$ cat config.mk
export PLATFORM = sky130hd
export DESIGN_NAME = rr_arb4_sel
export DESIGN_NICKNAME = d
export VERILOG_FILES = /design/src/rtl/rr_arb4_sel.sv
export SDC_FILE = /design/constraint.sdc
export NUM_CORES = 1
export LEC_CHECK = 0
export CAP_MARGIN = 40
export CORE_AREA = 2 2 44 46
export DETAILED_ROUTE_END_ITERATION = 8
export DIE_AREA = 0 0 46 48
export PLACE_DENSITY = 0.85
export SYNTH_ARGS = -nofsm -noshare
export SYNTH_HDL_FRONTEND = slang
export SYNTH_SLANG_ARGS = --single-unit
$ cat constraint.sdc
create_clock -name clk -period 1.9 [get_ports clk]
set_clock_uncertainty 0.1 [all_clocks]
set_input_delay 0.38 -clock clk [delete_from_list [all_inputs] [get_ports clk]]
set_output_delay 0.38 -clock clk [all_outputs]
set_load 0.03 [all_outputs]
$ cat src/rtl/rr_arb4_sel.sv
`timescale 1ns/1ps
// Four-requester round-robin arbiter driving a 2-to-4 enable decoder (sel -> a, sel_en -> e).
// Latency: req in cycle N -> registered sel/sel_en from cycle N+1; one dead cycle between any two grants.
// Backpressure: requesters hold req high; a grant ends on req drop or after HOLD_MAX cycles.
// Optional: define RR_ARB4_PRIO0_EN to make requester 0 urgent (always wins, never time-limited).
module rr_arb4_sel #(
  parameter int HOLD_MAX = 15,
  parameter int CNT_W    = 8
) (
  input  logic       clk,
  input  logic       rst_n,
  input  logic [3:0] req,
  output logic [1:0] sel,
  output logic       sel_en,
  output logic       expired
);

  typedef enum logic {IDLE, GRANT} state_t;

  localparam bit              LIMITED  = (HOLD_MAX != 0);
  localparam logic [CNT_W-1:0] HOLD_LIM = CNT_W'(HOLD_MAX);
  localparam logic [CNT_W-1:0] CNT_SAT  = '1;

  state_t           state, state_nxt;
  logic [1:0]       ptr, ptr_nxt;
  logic [1:0]       sel_nxt;
  logic [CNT_W-1:0] hold_cnt, cnt_nxt;
  logic             exp_nxt;
  logic [1:0]       win;
  logic             win_vld;
  logic             hold_hit;

  // Scan from ptr+3 down to ptr so the closest set bit to ptr is the last one written.
  always_comb begin
    win     = ptr;
    win_vld = 1'b0;
    for (int k = 3; k >= 0; k--) begin
      if (req[ptr + 2'(k)]) begin
        win     = ptr + 2'(k);
        win_vld = 1'b1;
      end
    end
`ifdef RR_ARB4_PRIO0_EN
    if (req[0]) begin
      win     = 2'd0;
      win_vld = 1'b1;
    end
`endif
  end

`ifdef RR_ARB4_PRIO0_EN
  assign hold_hit = LIMITED && (hold_cnt == HOLD_LIM) && (sel != 2'd0);
`else
  assign hold_hit = LIMITED && (hold_cnt == HOLD_LIM);
`endif

  always_comb begin
    state_nxt = state;
    sel_nxt   = sel;
    ptr_nxt   = ptr;
    cnt_nxt   = hold_cnt;
    exp_nxt   = 1'b0;
    case (state)
      IDLE: begin
        if (win_vld) begin
          state_nxt = GRANT;
          sel_nxt   = win;
          cnt_nxt   = CNT_W'(1);
        end
      end
      GRANT: begin
        if (!req[sel]) begin
          state_nxt = IDLE;
          ptr_nxt   = sel + 2'd1;
        end else if (hold_hit) begin
          state_nxt = IDLE;
          ptr_nxt   = sel + 2'd1;
          exp_nxt   = 1'b1;
        end else if (hold_cnt != CNT_SAT) begin
          cnt_nxt = hold_cnt + 1'b1;
        end
      end
      default: state_nxt = IDLE;
    endcase
  end

  always_ff @(posedge clk or negedge rst_n) begin
    if (!rst_n) begin
      state    <= IDLE;
      sel      <= 2'b00;
      ptr      <= 2'b00;
      hold_cnt <= '0;
      expired  <= 1'b0;
    end else begin
      state    <= state_nxt;
      sel      <= sel_nxt;
      ptr      <= ptr_nxt;
      hold_cnt <= cnt_nxt;
      expired  <= exp_nxt;
    end
  end

  // State is a flop, so sel_en is registered and drops with the async reset.
  assign sel_en = (state == GRANT);

endmodule
==> results of run 1 <==
## synthesized netlist by cell type, drive strengths merged (2+ instances only)
cell | count | area, µm²
dfrtp | 14 | 350
nor2 | 14 | 60.1
nand2 | 9 | 33.8
o21ai | 7 | 35.0
inv | 6 | 22.5
a21oi | 4 | 20.0
nand4 | 4 | 25.0
nor3 | 4 | 31.3
a31oi | 3 | 18.8
a211o | 2 | 18.8
and3 | 2 | 12.5
buf | 2 | 18.8
mux2 | 2 | 22.5
nor2b | 2 | 12.5
nor3b | 2 | 15.0
o22ai | 2 | 26.3
## routing by layer
metal	share of wire, %	up-vias	GRT usage [%]
li1	-	394	-
met4	1.6	0	8.57
met2	49	20	34.2
met1	46	392	28.4
met3	3.5	4	4.53
met5	0	-	0
## state kept, by name, indices dropped and copies added (netlist names)
signal / cells
sel: 2
sel_en: 1
hold_cnt: 8
ptr: 2
expired: 1
## repair_timing
item	CTS	global route
endpoints found under the setup margin	8	9
endpoints found under the hold margin	0	0
resized for setup	4	6
pin swaps	1	7
cloned	0	0
buffers inserted	0	0
## through the flow
| step | cell area (µm²) | setup TNS (ns) |
|---|---|---|
| floorplan | 897 | 0 |
| global placement | 1050 | -2.87 |
| finish | 1100 | 0 |
| detailed placement | 1050 | -3.29 |
| global route | 1100 | 0 |
| CTS | 1080 | 0 |
## cell usage in the layout (no fill, tap or decap), types with 2 or more instances in the layout
master           instances
nor2_1                  13
nor3b_1                  2
buf_4                    8
clkdlybuf4s50_1          2
dlygate4sd2_1            3
dfrtp_1                 14
nor3_1                   3
nand4_1                  4
nand2_1                  8
inv_1                    6
o21ai_0                  7
dlymetal6s2s_1           4
mux2_2                   2
a21oi_1                  4
clkbuf_4                 3
a31oi_1                  3
## cell families after synthesis
logic type | share of synthesized area [%]
buffers and inverters | 4.60
xor gates and xnor gates | 1.95
AOI/OAI and AO/OA | 21.3
adders and majority gates | 1.39
DFF | 39.1
muxes | 2.51
and+or+nand+nor | 29.1
## layout make-up
cell class	count	share of cell area, %
Clock buffer	4	3.29
Timing Repair Buffer	17	14.2
Multi-Input combinational cell	75	46.8
Tap cell	17	1.93
Sequential cell	14	31.8
Inverter	6	2.04
## power groups by stage
| stage | combinational (W) | clock [W] | sequential [W] |
|---|---|---|---|
| floorplan | 0.000501 | 0 | 0.000531 |
| global placement | 0.000707 | 0 | 0.000497 |
| detailed placement | 0.000735 | 0 | 0.000505 |
| CTS | 0.000726 | 0.000219 | 0.000498 |
| global route | 0.000803 | 0.000229 | 0.000518 |
| finish | 0.000732 | 0.000212 | 0.000502 |
## how the worst max path moves through the flow
stage	from	to	slack (ns)	depth (start not counted)
floorplan	sel_en$_DFF_PN0_	hold_cnt[3]$_DFFE_PN0P_	0.04	5
global placement	req[0]	hold_cnt[5]$_DFFE_PN0P_	-0.28	5
detailed placement	req[0]	hold_cnt[3]$_DFFE_PN0P_	-0.32	5
CTS	req[0]	hold_cnt[7]$_DFFE_PN0P_	0.004	6
global route	hold_cnt[0]$_DFFE_PN0P_	hold_cnt[5]$_DFFE_PN0P_	0.01	6
finish	hold_cnt[0]$_DFFE_PN0P_	hold_cnt[5]$_DFFE_PN0P_	0.1	6
==> run_results.csv, run 1 <==
group,metric,value,unit
yosys,avgSynthCellArea,9.25,µm²
yosys,yosys_warnings,0,
power,p_total,0.00145,W
place,hpwl,1440,µm
job,cap_violations,0,
clock_network,clockRootBuffer,"clkbuf_4",
power,leakagePower,0.507,nW
place,gp_congestion,0.868,
sta,slew_viol_final,0,
clock_network,path_clk_slew,0.08,ns
die,io_pins,10,
route,routed_wl,1980,µm
grt,grtUsageTotal,21.4,%
place,portBuffers,9,
setup_path,cp_slowest_cell,"dfrtp_1",
sta,worst_pin_slew,0.382,ns
clock_network,cts-hold-fix-buffers,0,
cells_and_area,final_core_util,65.3,%
place,dp_cells,129,
sta,max_freq,0.555,GHz
grt,grt_pass1_vias,739,
die,start_util,53.1,%
place,dp_slack,-0.321,ns
setup_path,r2r-end,"hold_cnt[5]$_DFFE_PN0P_",
clock_network,cts_max_path_buffers,2,
route,first_pass_iters,4,
power,p_seq_share,34.7,%
clock_network,clock_sinks,14,
setup_path,cp_max_fo,8,
cells_and_area,area_delta_synth_final,22.9,%
setup_path,r2r-start,"hold_cnt[0]$_DFFE_PN0P_",
clock_network,cts_tree,"built",
yosys,ys_seq_area_share,39.1,%
clock_network,htree_levels,1,
setup_path,critPathMaxStageDelay,0.42,ns
die,die_h,48,µm
setup_path,path_buf_inv,0,
grt,grt_first_pass_wirelength,3250,µm
sta,whs,0.295,ns
route,viasPerCell,6.09,
yosys,ys_seq_elements,14,
clock_network,clk_latency,0.28,ns
cells_and_area,nets,124,
worst_hold_path,hold_path_class,"input port to async pin",
die,dieArea,2210,µm²
route,drc,0,
power,p_sw_share,44.6,%
yosys,async_flop_share,100,%
cells_and_area,multi_input_comb_area,515,µm²
sta,slew_headroom,74.5,%
power,p_int,0.000801,W
die,core_area,1690,µm²
yosys,synth_ff_type,"dfrtp_1",
cells_and_area,final_cell_count_no_fill,133,
power,power_frac_clock,14.7,%
sta,fin_ws,0.0985,ns
sta,finalCritPeriodShare,94.8,%
yosys,synth_edf_count,0,
cells_and_area,diodes,0,
sta,period_minus_slack,1.80,ns
yosys,ys_types,39,
setup_path,r2r_cells,6,
setup_path,worst_setup_path_start_kind,"flip-flop",
power,ir_drop,1.09,mV
setup_path,worstPathCellList,"ha_1 > nand2_2 > o32ai_4 > nor3_4 > a31oi_1 > a41o_1",
setup_path,crit_family,"compound AO/OA/AOI/OAI gates",
cells_and_area,n_fill_cell,147,
status,status,"complete, no violations",
sta,hold_viol,0,
yosys,syn_nets,104,
route,drtIter0Drc,33,
yosys,syn_inst,97,
cells_and_area,seq_area,350,µm²
grt,grt_max_degree,15,
die,fp.dieW,46,µm
power,pwr-share-comb,50.6,%
setup_path,crit_arrival,1.88,ns
power,p_switching,0.000645,W
yosys,synth.cell_area,897,µm²
route,wire_per_inst,14.9,µm
route,antenna_left,0,
grt,overflow,0,
setup_path,required,1.98,ns
setup_path,r2r_slack,0.1,ns
clock_network,cts_made_buffers,3,
setup_path,endpoint_kind,"flip-flop",
setup_path,worstSetupPathType,"flip-flop to flip-flop",
die,fp-row-count,15,
route,vias,810,
grt,antenna_found_initial,0,
sta,rsz0062_at_grt,"false",
sta,setup_viol_count_final,0,
power,powerDensity,1310,nW/µm²
cells_and_area,drive_above_1_share,22.4,%
Power figures use the tool's default switching activity.
==> run 2, diff against run 1 <==
--- a/config.mk
+++ b/config.mk
@@ -9,6 +9,7 @@
 export CORE_AREA = 2 2 44 46
 export DETAILED_ROUTE_END_ITERATION = 8
 export DIE_AREA = 0 0 46 48
+export GPL_ROUTABILITY_DRIVEN = 0
 export PLACE_DENSITY = 0.85
 export SYNTH_ARGS = -nofsm -noshare
 export SYNTH_HDL_FRONTEND = slang
==> results of run 2 <==
No change in the layout: final DEF, timing and power equal those of run 1.
==> run 3, diff against run 2 <==
--- a/config.mk
+++ b/config.mk
@@ -6,11 +6,11 @@
 export NUM_CORES = 1
 export LEC_CHECK = 0
 export CAP_MARGIN = 40
-export CORE_AREA = 2 2 44 46
+export CORE_AREA = 2 2 50 52
 export DETAILED_ROUTE_END_ITERATION = 8
-export DIE_AREA = 0 0 46 48
+export DIE_AREA = 0 0 52 54
 export GPL_ROUTABILITY_DRIVEN = 0
-export PLACE_DENSITY = 0.85
+export PLACE_DENSITY = 0.7
 export SYNTH_ARGS = -nofsm -noshare
 export SYNTH_HDL_FRONTEND = slang
 export SYNTH_SLANG_ARGS = --single-unit
==> run_results.csv, run 3 (synthesis results as in run 1) <==
group,metric,value,unit
grt,antenna_found_initial,0,
route,wire_per_inst,13.7,µm
power,powerDensity,1280,nW/µm²
power,p_total,0.00147,W
grt,grt_first_pass_wirelength,3370,µm
grt,overflow,0,
cells_and_area,stdcell_area,1150,µm²
cells_and_area,final_core_util,49.7,%
die,die_h,54,µm
sta,hold_viol,0,
status,status,"complete, no violations",
sta,slew_headroom,64.1,%
cells_and_area,n_fill_cell,212,
sta,worst_pin_slew,0.537,ns
die,start_util,38.7,%
cells_and_area,regMostFlops,"hold_cnt",
route,wl_met1,874,µm
sta,max_freq,0.563,GHz
route,vias,829,
setup_path,worst_setup_path_start_kind,"flip-flop",
setup_path,r2r_slack,0.12,ns
setup_path,crit_arrival,1.82,ns
clock_network,cts_tree,"built",
grt,grt_pass1_vias,774,
cells_and_area,reg_top3,"hold_cnt (8), ptr (2), sel (2)",
route,first_pass_iters,4,
clock_network,cts_max_path_buffers,2,
setup_path,required,1.95,ns
worst_hold_path,hold_path_class,"input port to async pin",
sta,slew_viol_final,0,
sta,setup_tns,0,ns
clock_network,cts_made_buffers,3,
route,highest_layer,"met4",
setup_path,r2r_cells,5,
place,dp_cells,146,
place,hpwl,1590,µm
sta,setup_viol_count_final,0,
power,ir_drop,0.552,mV
die,fp-row-count,18,
grt,grtUsageTotal,16.7,%
clock_network,htree_levels,1,
sta,period_minus_slack,1.78,ns
cells_and_area,seq_area,352,µm²
setup_path,crit_path_start,"sel_en$_DFF_PN0_",
job,cap_violations,0,
clock_network,clock_sinks,14,
clock_network,path_clk_slew,0.09,ns
route,antenna_left,0,
sta,finalCritPeriodShare,93.5,%
die,core_area,2320,µm²
route,wl_met2,1090,µm
cells_and_area,nets,128,
cells_and_area,largest_reg_flops,8,
place,portBuffers,9,
cells_and_area,area_delta_synth_final,28.6,%
route,routed_wl,2060,µm
die,fp.dieW,52,µm
cells_and_area,layout_common_cells,"nor2_1, dfrtp_1, buf_4",
sta,rsz0062_at_grt,"false",
die,dieArea,2810,µm²
setup_path,cp_max_fo,9,
clock_network,post-cts-setup-buffer-count,0,
grt,grt_max_degree,15,
cells_and_area,multi_input_comb_area,519,µm²
cells_and_area,diodes,0,
setup_path,r2r-start,"sel_en$_DFF_PN0_",
setup_path,endpoint_kind,"flip-flop",
route,route.met3.wl,59,µm
die,io_pins,10,
power,leakagePower,0.533,nW
route,viasPerCell,5.53,
cells_and_area,final_cell_count_no_fill,150,
setup_path,r2r-end,"hold_cnt[6]$_DFFE_PN0P_",
clock_network,clk_latency,0.28,ns
route,drc,0,
route,drtIter0Drc,20,
clock_network,clockRootBuffer,"clkbuf_4",
place,placed_cell_area,1100,µm²
cells_and_area,drive_above_1_share,25.0,%
clock_network,cts-hold-fix-buffers,0,
setup_path,worstSetupPathType,"flip-flop to flip-flop",
==> run 3: per-stage QoR <==
step | setup WS (ns) | hold slack, ns
floorplan | 0.0448 | -0.0156
global placement | -0.314 | 0.435
detailed placement | -0.319 | 0.446
CTS | 0.000643 | 0.304
finish | 0.124 | 0.301
global route | 0.0192 | 0.314
==> run 3: how the worst max path moves through the flow <==
stage                               to  cells after the start
2_1_floorplan  hold_cnt[3]$_DFFE_PN0P_                      5
3_3_place_gp   hold_cnt[6]$_DFFE_PN0P_                      6
3_5_place_dp   hold_cnt[6]$_DFFE_PN0P_                      6
4_1_cts        hold_cnt[6]$_DFFE_PN0P_                      6
5_1_grt        hold_cnt[6]$_DFFE_PN0P_                      5
6_report       hold_cnt[6]$_DFFE_PN0P_                      5
==> run 3: area by class of cell <==
type,instances,share of cell area [%]
clock buffers,4,3.15
inverters,6,1.95
multi-input cells,75,45.0
flip-flops and latches,14,30.5
well taps,30,3.25
repair buffers,21,16.2
==> run 3: repair_timing <==
action / in CTS / in global routing
gates resized for setup: 3 / 8
pin swaps: 1 / 8
endpoints found under the setup margin: 8 / 10
==> run 3: routing by layer <==
layer  vias up  global-route usage [%]
li1        400                       -
met1       402                    18.0
met2        21                    30.0
met3         6                    3.33
met4         0                    10.1
met5         -                       0
==> run 3: worst max-delay path: stages, from the launching register on <==
cell       delay, ns
dfrtp_2         0.49
nand4bb_1       0.22
o32ai_4         0.47
nor3_2          0.09
a31oi_1         0.21
a211oi_2        0.07
==> run 3: report_power, final <==
| group | internal [W] | total, W | switching, W |
|---|---|---|---|
| combinational | 0.000322 | 0.000739 | 0.000417 |
| clock | 0.000116 | 0.000216 | 0.0000998 |
| sequential | 0.000391 | 0.000516 | 0.000125 |
| total | 0.000829 | 0.00147 | 0.000642 |
